### src/rtl/common_pkg.sv
// -----------------------------------------------------------------------------
// common -- shared bus types for the core memory interfaces.
//
// Contents:
//   msize_t / MSIZE*   : transfer size encodings (1, 2, 4, 8 bytes)
//   mlen_t  / MLEN*    : burst length encodings (beats - 1)
//   ibus_req_t/resp_t  : instruction fetch bus (32-bit data)
//   dbus_req_t/resp_t  : data bus (64-bit data, byte strobes)
//   cbus_req_t/resp_t  : shared memory bus toward the interconnect
// -----------------------------------------------------------------------------
package common;

    typedef logic [2:0] msize_t;
    localparam msize_t MSIZE1 = 3'b000;
    localparam msize_t MSIZE2 = 3'b001;
    localparam msize_t MSIZE4 = 3'b010;
    localparam msize_t MSIZE8 = 3'b011;

    typedef logic [3:0] mlen_t;
    localparam mlen_t MLEN1  = 4'b0000;
    localparam mlen_t MLEN2  = 4'b0001;
    localparam mlen_t MLEN4  = 4'b0011;
    localparam mlen_t MLEN8  = 4'b0111;
    localparam mlen_t MLEN16 = 4'b1111;

    typedef logic [63:0] addr_t;
    typedef logic [7:0]  strobe_t;

    typedef struct packed {
        logic  valid;
        addr_t addr;
    } ibus_req_t;

    typedef struct packed {
        logic        addr_ok;
        logic        data_ok;
        logic [31:0] data;
    } ibus_resp_t;

    typedef struct packed {
        logic        valid;
        addr_t       addr;
        msize_t      size;
        strobe_t     strobe;
        logic [63:0] data;
    } dbus_req_t;

    typedef struct packed {
        logic        addr_ok;
        logic        data_ok;
        logic [63:0] data;
    } dbus_resp_t;

    typedef struct packed {
        logic        valid;
        logic        is_write;
        msize_t      size;
        addr_t       addr;
        strobe_t     strobe;
        logic [63:0] data;
        mlen_t       len;
    } cbus_req_t;

    typedef struct packed {
        logic        ready;
        logic        last;
        logic [63:0] data;
    } cbus_resp_t;

endpackage

### src/rtl/cbus_arbiter.sv
// -----------------------------------------------------------------------------
// cbus_arbiter -- shares one cbus between the fetch (ibus) and data (dbus)
// ports with at most one transaction in flight.
//
// Parameters:
//   D_FIRST : side preferred on simultaneous requests after reset (1 = dbus)
// Ports:
//   clk   : clock, all state on rising edge
//   reset : asynchronous active-low reset
//   ireq  / iresp : fetch request in / fetch response out
//   dreq  / dresp : data request in / data response out
//   oreq  / oresp : shared bus request out / shared bus response in
// -----------------------------------------------------------------------------
module cbus_arbiter
    import common::*;
#(
    parameter bit D_FIRST = 1'b1
) (
    input  logic       clk,
    input  logic       reset,
    input  ibus_req_t  ireq,
    output ibus_resp_t iresp,
    input  dbus_req_t  dreq,
    output dbus_resp_t dresp,
    output cbus_req_t  oreq,
    input  cbus_resp_t oresp
);

    typedef enum logic [1:0] {
        IDLE   = 2'd0,
        BUSY_I = 2'd1,
        BUSY_D = 2'd2
    } state_t;

    state_t    r_state;
    cbus_req_t r_hold;
    logic      r_last_d;   // 1 when the most recent grant went to dbus

    logic      w_any;
    logic      w_pick_d;
    logic      w_done;
    cbus_req_t w_ireq_x;
    cbus_req_t w_dreq_x;

    assign w_any = ireq.valid | dreq.valid;

    // dbus wins when it is alone, or when both ask and ibus was served last.
    assign w_pick_d = dreq.valid & (~ireq.valid | ~r_last_d);

    assign w_done = (r_state != IDLE) & oresp.ready & oresp.last;

    // Request translation into cbus form; only consumed when latching.
    always_comb begin
        w_ireq_x          = '0;
        w_ireq_x.valid    = 1'b1;
        w_ireq_x.is_write = 1'b0;
        w_ireq_x.size     = MSIZE4;
        w_ireq_x.addr     = ireq.addr;
        w_ireq_x.strobe   = '0;
        w_ireq_x.data     = '0;
        w_ireq_x.len      = MLEN1;
    end

    always_comb begin
        w_dreq_x          = '0;
        w_dreq_x.valid    = 1'b1;
        w_dreq_x.is_write = |dreq.strobe;
        w_dreq_x.size     = dreq.size;
        w_dreq_x.addr     = dreq.addr;
        w_dreq_x.strobe   = dreq.strobe;
        w_dreq_x.data     = dreq.data;
        w_dreq_x.len      = MLEN1;
    end

    // The last-grant flag resets to the opposite of the preferred side so
    // the preferred side wins the first tie.
    always_ff @(posedge clk or negedge reset) begin
        if (!reset) begin
            r_state  <= IDLE;
            r_hold   <= '0;
            r_last_d <= ~D_FIRST;
        end else begin
            case (r_state)
                IDLE: begin
                    if (w_any) begin
                        r_state  <= w_pick_d ? BUSY_D : BUSY_I;
                        r_last_d <= w_pick_d;
                        r_hold   <= w_pick_d ? w_dreq_x : w_ireq_x;
                    end
                end
                BUSY_I, BUSY_D: begin
                    if (w_done) begin
                        r_state <= IDLE;
                    end
                end
                default: r_state <= IDLE;
            endcase
        end
    end

    // Outgoing request comes only from the hold register; valid follows state
    // so an asynchronous reset drops it at once.
    always_comb begin
        oreq       = r_hold;
        oreq.valid = (r_state != IDLE);
    end

    // Fetch data picks the 32-bit half selected by the latched address.
    always_comb begin
        iresp         = '0;
        iresp.addr_ok = (r_state == BUSY_I) & w_done;
        iresp.data_ok = (r_state == BUSY_I) & w_done;
        iresp.data    = r_hold.addr[2] ? oresp.data[63:32] : oresp.data[31:0];
    end

    always_comb begin
        dresp         = '0;
        dresp.addr_ok = (r_state == BUSY_D) & w_done;
        dresp.data_ok = (r_state == BUSY_D) & w_done;
        dresp.data    = oresp.data;
    end

endmodule
### config.mk
export PLATFORM = sky130hd
export DESIGN_NAME = cbus_arbiter
export DESIGN_NICKNAME = d
export VERILOG_FILES = /design/src/rtl/common_pkg.sv /design/src/rtl/cbus_arbiter.sv
export SDC_FILE = /design/constraint.sdc
export NUM_CORES = 1
export LEC_CHECK = 0
export BUFFER_PORTS_ARGS = -buffer_cell sky130_fd_sc_hd__buf_2
export CORE_AREA = 2 2 203 205
export CTS_BUF_LIST = sky130_fd_sc_hd__clkbuf_4
export DETAILED_ROUTE_END_ITERATION = 7
export DIE_AREA = 0 0 205 207
export GPL_ROUTABILITY_DRIVEN = 0
export PLACE_DENSITY = 0.51
export SYNTH_ARGS = -nofsm -noshare
export SYNTH_HDL_FRONTEND = slang
export SYNTH_SLANG_ARGS = --single-unit
### constraint.sdc
create_clock -name clk -period 4.11 [get_ports clk]
set_clock_uncertainty 0.05 [all_clocks]
set_input_delay 0.411 -clock clk [delete_from_list [all_inputs] [get_ports clk]]
set_output_delay 0.411 -clock clk [all_outputs]
set_load 0.01 [all_outputs]
==> results of run 1 <==
[routing by layer]
metal | track usage | vias to the layer above
li1 | - | 3450
met1 | 0.1685 | 3627
met2 | 0.2890 | 413
met3 | 0.03792 | 57
met4 | 0.05383 | 2
met5 | 0 | -
[where the power goes]
part	switching, uW	internal (uW)
logic	2090	1940
registers	405	2110
clock network	602	367
total	3090	4420
[worst paths after layout]
| path | end | slack (ns) | cells after the start |
|---|---|---|---|
| max in group asynchronous | oreq[98]$_DFFE_PN0P_ | 2.59 | 3 |
| max reg2reg | oreq[128]$_DFFE_PN0P_ | 1.21 | 7 |
| max | oreq[128]$_DFFE_PN0P_ | 1.21 | 7 |
| min reg2reg | oreq[49]$_DFFE_PN0P_ | 0.46 | 1 |
| min in group asynchronous | oreq[17]$_DFFE_PN0P_ | 0.40 | 2 |
| min | oreq[134]$_DFFE_PN0P_ | 0.13 | 3 |
[synthesized netlist by cell type]
cell,number
a21bo_2,1
nor3_1,1
o22a_1,1
nand2_1,69
o21bai_1,1
a21boi_2,1
nor4_1,2
a21o_1,1
inv_1,3
nor2_4,1
conb_1,1
nor3b_1,2
dfrtp_1,143
a22o_1,77
o21a_1,1
mux2_2,32
nor2_1,65
buf_4,76
o21ai_2,1
buf_1,1
buf_6,6
ha_1,3
buf_2,28
clkbuf_1,8
a21oi_1,128
[metrics by stage]
step / setup WS, ns / area [um2] / instances / hold WS, ns
finish: 1.212 / 11560 / 1827 / 0.1279
detailed placement: 1.746 / 9274 / 1591 / 0.4360
CTS: 1.210 / 11550 / 1822 / 0.001557
global placement: 1.824 / 9274 / 1591 / 0.4341
global route: 0.9255 / 11560 / 1825 / 0.03318
floorplan: 2.342 / 6738 / 656 / 0.06541
[cells in the final DEF, fill, tap and decap left out, drive strengths merged]
cell	instances
a21oi	128
nor3	1
clkinv	4
nor2	66
o21ai	1
clkinvlp	4
nor3b	2
ha	3
o22a	1
a21bo	1
o21bai	1
diode	5
buf	522
mux2	32
dfrtp	143
nor4	2
a22o	77
bufinv	2
inv	6
a21boi	1
dlygate4sd3	200
a21o	1
clkbuf	18
nand2	69
conb	4
o21a	1
[cells by family after synthesis]
logic type	after synthesis
compound gates	212
fa+ha+maj	3
buf+inv	122
flops	143
mux	32
other cells	1
simple gates	140
[final cells by class]
class                   count  area (um2)  area share
multi-input cells         391        2352      0.2034
well taps                 532       665.6     0.05756
clock inverters            13       140.1     0.01212
flip-flops and latches    143        3578      0.3095
inverters                   3       11.26   0.0009738
clock buffers              18       135.1     0.01169
diodes                      5       12.51    0.001082
repair buffers            722        4668      0.4037
[critical path, delay by kind of cell, from the launching register on]
kind | cells | cell delay (ns)
compound gates | 2 | 0.59
flops | 1 | 0.43
buf+inv | 3 | 1.30
simple gates | 1 | 0.08
fa+ha+maj | 1 | 0.35
[repair_timing]
action                                  in CTS  in global routing
gates resized for setup                      0                  0
endpoints found under the setup margin       0                  0
hold buffers                               200                  0
hold endpoints to repair                   220                  0
[sequential cells by signal (all words and copies together), names as in the netlist]
| name | flops |
|---|---|
| r_state | 2 |
| oreq | 140 |
| r_last_d | 1 |
==> flow_summary.toml, run 1 <==
[floorplanning]
core_mm2 = 0.04037
row_count = 74
fp.dieW_um = 205
die_area_mm2 = 0.04244
die_y_um = 207
ios = 518
start_util = 0.1666

[critical_path]
start_kind = "flop"
end_kind = "flop"
crit_start = "r_state[0]$_DFFE_PN0P_"
crit_type = "reg2reg"
regToRegStartpoint = "r_state[0]$_DFFE_PN0P_"
cp.required_ns = 4.58
crit_fanout = 51
worstPathCellList = "inv_1 -> ha_1 -> o21a_2 -> buf_4 -> nor2_1 -> a21oi_1 -> dlygate4sd3_1"
critPathMaxStageDelay_ns = 0.63
arrival_ns = 3.37
slowest_stage = "buf_4"

[logic_synthesis]
yosys.area_share.simple = 0.08129
ys_top_cells_by_area = "dfrtp_1 (53%), a22o_1 (10%), a21oi_1 (9.5%)"
ys_seq_area_frac = 0.5320
synth_compound_area_frac = 0.2046
synth_top_area_frac = 0.5320
ys_ff_latch = 143
synth-xor-area-share = 0
synth.distinct_cells = 25
yosysWarnings = 0
postSynthAreaPerCell_um2 = 10.30
synth_cells = 653
synth_fa_ha_area_frac = 0.005580
synth_top_cell_by_area = "dfrtp_1"
synth_top_family_by_area = "compound AO/OA/AOI/OAI gates"
syn_area_mm2 = 0.006726
synthMuxAreaShare = 0.05357

[clock_tree]
clk_pin_slew_ns = 0.15
cts.sinks = 143
htreeDepth = 4
insertion_delay_ns = 0.60
clockRootBuffer = "clkbuf_4"
cts_tree = "yes"
cts_buffer_depth = 2
cts_made_buffers = 17
post_cts_buffers = 0

[finish]
area_growth_pct = 71.91
n_fill_cell = 4236
finish.utilization = 0.2864
drive_above_1_share = 0.4558
fin_nets = 1554

[sta]
fin_setup_tns_ns = 0
fmax_ghz = 0.3451
rsz0062_at_grt = "false"
period_share = 0.7051
setup_viol = 0
tightestPinTransition_ns = 1.069
finalHoldViolCount = 0
slew_headroom = 0.2854
finalCriticalPeriod_ns = 2.898
maxSlewViolCount = 0

[power]
powerDensity_mw_per_mm2 = 649.6
max-vdd-ir-drop_mv = 0.3331
power_uw = 7511
p_leak_uw = 0.005814

[routing]
via_per_inst = 4.132
wl_met1_um = 12780
antenna_left = 0
drtPass1Iterations = 4
wl_per_cell_um = 18.40
routed_wl_um = 33620
wl_met2_um = 17340
highest_layer = "met5"
drc_errors = 0
route.met3.wl_um = 2388
vias = 7549
drt_iter0_drc = 496

[global_routing]
grtUsageTotal = 0.1551
antenna_found_initial = 14
overflow = 0
grt_pass1_vias = 8033
grt_pass1_wl_um = 48600
grt_max_degree = 83

[job]
drv_cap = 0

[run_status]
status = "complete, no violations"

[placed_design]
dp_hpwl_um = 23850
io_buffer_count = 513

[min_path]
holdCritPathClass = "in2reg"
hold_start = "dreq[133]"
Note: power is estimated with default switching activity, not from simulation.
==> run 2, diff against run 1 <==
CORE_AREA = 2 2 202 204   (was 2 2 203 205)
DIE_AREA = 0 0 204 206   (was 0 0 205 207)
PLACE_DENSITY = 0.53   (was 0.51)
clock period = 2.3 ns   (was 4.11 ns; I/O delays follow)
==> flow_summary.toml, run 2 (synthesis results as in run 1) <==
[run_status]
status = "complete, no violations"

[global_routing]
overflow = 0
grt_pass1_wl_um = 45930
grt_pass1_vias = 7578
antenna_found_initial = 12
grt_max_degree = 70
grtUsageTotal = 0.1480

[placed_design]
dpl.cell_count = 1596
pre_cts_slack_ns = 0.5037
io_buffer_count = 513
dp_hpwl_um = 23520

[sta]
period_share = 0.9420
layout_setup_ws_ns = 0.1334
fin_setup_tns_ns = 0
setup_viol = 0
rsz0062_at_grt = "false"
tightestPinTransition_ns = 0.6219
finalCriticalPeriod_ns = 2.167
maxSlewViolCount = 0
fmax_ghz = 0.4616
slew_headroom = 0.5841
finalHoldViolCount = 0

[clock_tree]
cts_made_buffers = 17
htreeDepth = 4
cts_tree = "yes"
cts.sinks = 143
clockRootBuffer = "clkbuf_4"
clk_pin_slew_ns = 0.15
insertion_delay_ns = 0.58
post_cts_buffers = 0
cts_buffer_depth = 2

[finish]
fin_nets = 1565
drive_above_1_share = 0.4581
layout_commonest_cell = "buf_2"
n_fill_cell = 4177
largest_reg_flops = 140
fin_cells = 1840
regArea_mm2 = 0.003578
multi_input_area_mm2 = 0.002375
mostFrequentLayoutCells = "buf_2 (512), dlygate4sd3_1 (206), dfrtp_1 (143), a21oi_1 (128), a22o_1 (77)"
area_growth_pct = 74.76

[power]
comb_power_share = 0.540
p_int_uw = 8149
p_leak_uw = 0.005899
seqPwrFrac = 0.331
power_uw = 13630
swShare = 0.4021
max-vdd-ir-drop_mv = 0.5936
p_sw_uw = 5480
powerDensity_mw_per_mm2 = 1159
p_clk_frac = 0.129

[critical_path]
start_kind = "flop"
end_kind = "flop"
crit_fanout = 44
crit_type = "reg2reg"
cp.required_ns = 2.76
arrival_ns = 2.63

[floorplanning]
ios = 518
core_mm2 = 0.04018
start_util = 0.1674
die_y_um = 206
fp.dieW_um = 204
row_count = 74
die_area_mm2 = 0.04202

[routing]
wl_per_cell_um = 17.67
routed_wl_um = 32520
vias = 7569
drtPass1Iterations = 4
antenna_left = 0
drc_errors = 0
drt_iter0_drc = 409
via_per_inst = 4.114

[job]
drv_cap = 0

[min_path]
holdCritPathClass = "in2reg"
run 2: changes by cell type in the layout (fill, tap and decap cells not counted), sizes merged:
cell         previous run  this run
inv                     6         3
clkinv                  4         7
dlygate4sd3           200       206
clkinvlp                4         2
buf                   522       527
clkbuf                 18        19
bufinv                  2         3
diode                   5         7
run 2: cell type report:
type | count | area share
inverter | 3 | 0.0009580
antenna | 7 | 0.001490
multi-input combinational | 391 | 0.2020
clock inverter | 12 | 0.01235
clock buffer | 19 | 0.01213
sequential | 143 | 0.3044
tap | 532 | 0.05663
timing repair buffer | 733 | 0.4100
run 2: through the flow:
step | cell area [um2] | util | hold WS [ns]
final | 11760 | 0.2925 | 0.1605
after global routing | 11750 | 0.2925 | 0.06699
after CTS | 11720 | 0.2918 | 0.05811
after detailed placement | 9361 | 0.2330 | 0.1592
after global placement | 9361 | 0.2330 | 0.1549
after floorplan | 6738 | - | -0.1156
run 2: per-layer routing:
metal  global-route usage  share of wire
met4              0.07764          0.042
met1               0.1595           0.37
met3              0.03800          0.073
met2               0.2665           0.51
met5                    0        0.00025
run 2: power by group through the flow:
stage	Sequential (uW)	Combinational [uW]	Clock [uW]
after floorplan	5080	2890	0
after global placement	4530	6090	0
after detailed placement	4490	6180	0
after CTS	4500	7340	1880
after global routing	4660	7990	1960
final	4510	7370	1750
run 2: path summary, 6_finish.rpt:
check	endpoint	slack (ns)	from	depth (start not counted)
setup / recovery	oreq[133]$_DFFE_PN0P_	0.13	r_last_d$_DFFE_PN0P_	5
hold / removal	r_state[0]$_DFFE_PN0P_	0.16	dreq[139]	4
setup reg to reg	oreq[133]$_DFFE_PN0P_	0.13	r_last_d$_DFFE_PN0P_	5
hold reg to reg	oreq[75]$_DFFE_PN0P_	0.46	oreq[75]$_DFFE_PN0P_	1
max in group asynchronous	r_state[0]$_DFFE_PN0P_	0.24	reset	4
min in group asynchronous	oreq[19]$_DFFE_PN0P_	0.62	reset	3
run 2: what timing repair did:
action,4_1_cts,5_1_grt
hold buffers,206,0
resized for setup,3,2
pin swaps,1,0
endpoints found under the setup margin,4,37
hold endpoints to repair,283,0
run 2: critical path, stage by stage (launching register included):
cell and delay [ns]:
dfrtp_1 0.44, a21bo_2 0.22, buf_4 0.44, nand2_1 0.18, a21oi_1 0.15, dlygate4sd3_1 0.56
==> run 3, diff against run 2 <==
CTS_CLUSTER_DIAMETER = 40   (was not set)
SETUP_SLACK_MARGIN = 0.4   (was not set)
==> flow_summary.toml, run 3 (synthesis results as in run 1) <==
[run_status]
status = "complete, no violations"

[finish]
multi_input_area_mm2 = 0.002422
largest_reg_flops = 140
mostFrequentLayoutCells = "buf_2 (504), dlygate4sd3_1 (205), dfrtp_1 (142), a21oi_1 (128), a22o_1 (77)"
layout_commonest_cell = "buf_2"
fin_nets = 1572
drive_above_1_share = 0.4656
area_growth_pct = 77.49
final_cell_area_mm2 = 0.01194
finish.utilization = 0.2971
n_fill_cell = 4110
regArea_mm2 = 0.003580

[routing]
wl_met1_um = 12480
vias = 7690
wl_met2_um = 17520
highest_layer = "met5"
antenna_left = 0
via_per_inst = 4.170
drtPass1Iterations = 4
drt_iter0_drc = 477
routed_wl_um = 33940
drc_errors = 0
wl_per_cell_um = 18.41
route.met3.wl_um = 2430

[power]
swShare = 0.4200
seqPwrFrac = 0.347
powerDensity_mw_per_mm2 = 1095
p_clk_frac = 0.135
max-vdd-ir-drop_mv = 0.6333
p_int_uw = 7584
comb_power_share = 0.519
p_sw_uw = 5492
p_leak_uw = 0.006030

[sta]
period_share = 0.8765
fin_setup_tns_ns = 0
fmax_ghz = 0.4960
finalHoldViolCount = 0
slew_headroom = 0.5653
rsz0062_at_grt = "true"
setup_viol = 0
finalCriticalPeriod_ns = 2.016
tightestPinTransition_ns = 0.6499
layout_setup_ws_ns = 0.2840
maxSlewViolCount = 0
hold_slack_ns = 0.1475

[critical_path]
crit_fanout = 17
crit_type = "reg2out"
arrival_ns = 1.74
r2r_slack_ns = 0.53
ff2ff_path_depth = 7
crit_path_end = "iresp[1]"
reg2reg_to = "oreq[122]$_DFFE_PN0P_"
regToRegStartpoint = "r_state[0]$_DFFE_PN0P_"
start_kind = "flop"
cp.required_ns = 2.02
end_kind = "output port"
crit_start = "oreq[78]$_DFFE_PN0P_"

[min_path]
holdCritPathClass = "in2async"

[job]
drv_cap = 0

[global_routing]
grt_pass1_vias = 7675
antenna_found_initial = 12
grt_max_degree = 70
grt_pass1_wl_um = 46790
grtUsageTotal = 0.1509
overflow = 0

[clock_tree]
cts_tree = "yes"
cts.sinks = 143
htreeDepth = 4
cts_buffer_depth = 2
insertion_delay_ns = 0.59
cts_made_buffers = 17
clk_pin_slew_ns = 0.15
clockRootBuffer = "clkbuf_4"

[floorplanning]
ios = 518
die_y_um = 206
row_count = 74
core_mm2 = 0.04018
die_area_mm2 = 0.04202
fp.dieW_um = 204
start_util = 0.1674

[placed_design]
placed_area_mm2 = 0.009361
io_buffer_count = 513
dp_hpwl_um = 23520
pre_cts_slack_ns = 0.5037
[run 3: cell count changes in the layout (fill, tap and decap cells not counted), sizes merged]
cell | previous run | this run
dlygate4sd3 | 206 | 205
buf | 527 | 534
diode | 7 | 4
clkbuf | 19 | 20
[run 3: power by group through the flow]
stage	clock network, uW	registers (uW)	logic [uW]
floorplan	0	5080	2890
global placement	0	4530	6090
detailed placement	0	4490	6180
CTS	1880	4500	6590
global route	1960	4680	7320
finish	1760	4530	6780
[run 3: cell type report]
class                           instances  area share
Multi-Input combinational cell        391      0.2029
Inverter                                3   0.0009432
Tap cell                              532     0.05575
Clock inverter                         12     0.01216
Timing Repair Buffer                  740      0.4156
Clock buffer                           19     0.01195
Sequential cell                       143      0.2998
Antenna cell                            4   0.0008384
[run 3: layer usage]
metal / vias to the layer above / global-route usage
li1: 3477 / -
met3: 78 / 0.04084
met4: 4 / 0.07453
met5: - / 0
met1: 3712 / 0.1589
met2: 419 / 0.2772
[run 3: how the worst min path moves through the flow]
stage,startpoint,end,slack [ns]
2_1_floorplan,reset,oreq[100]$_DFFE_PN0P_,-0.12
3_3_place_gp,reset,oreq[19]$_DFFE_PN0P_,0.15
3_5_place_dp,reset,oreq[24]$_DFFE_PN0P_,0.16
4_1_cts,reset,oreq[143]$_DFFE_PN0P_,0.05
5_1_grt,reset,oreq[143]$_DFFE_PN0P_,0.07
6_report,reset,oreq[143]$_DFFE_PN0P_,0.15
[run 3: per-stage QoR]
stage | total power (uW) | std cells
6_report | 13080 | 1844
5_1_grt | 13960 | 1843
4_1_cts | 12970 | 1837
3_5_place_dp | 10670 | 1596
3_3_place_gp | 10620 | 1596
2_1_floorplan | 7964 | 656
[run 3: worst max-delay path, stage by stage (launching register included)]
cell	delay (ns)
dfrtp_2	0.46
buf_12	0.19
mux2_2	0.34
buf_2	0.16
[run 3: timing repair]
item,CTS,global route
hold buffers,206,0
endpoints found under the setup margin,38,37
setup buffers,4,1
pin swaps,2,3
endpoints found under the hold margin,283,0
resized for setup,13,17
gates cloned,0,2
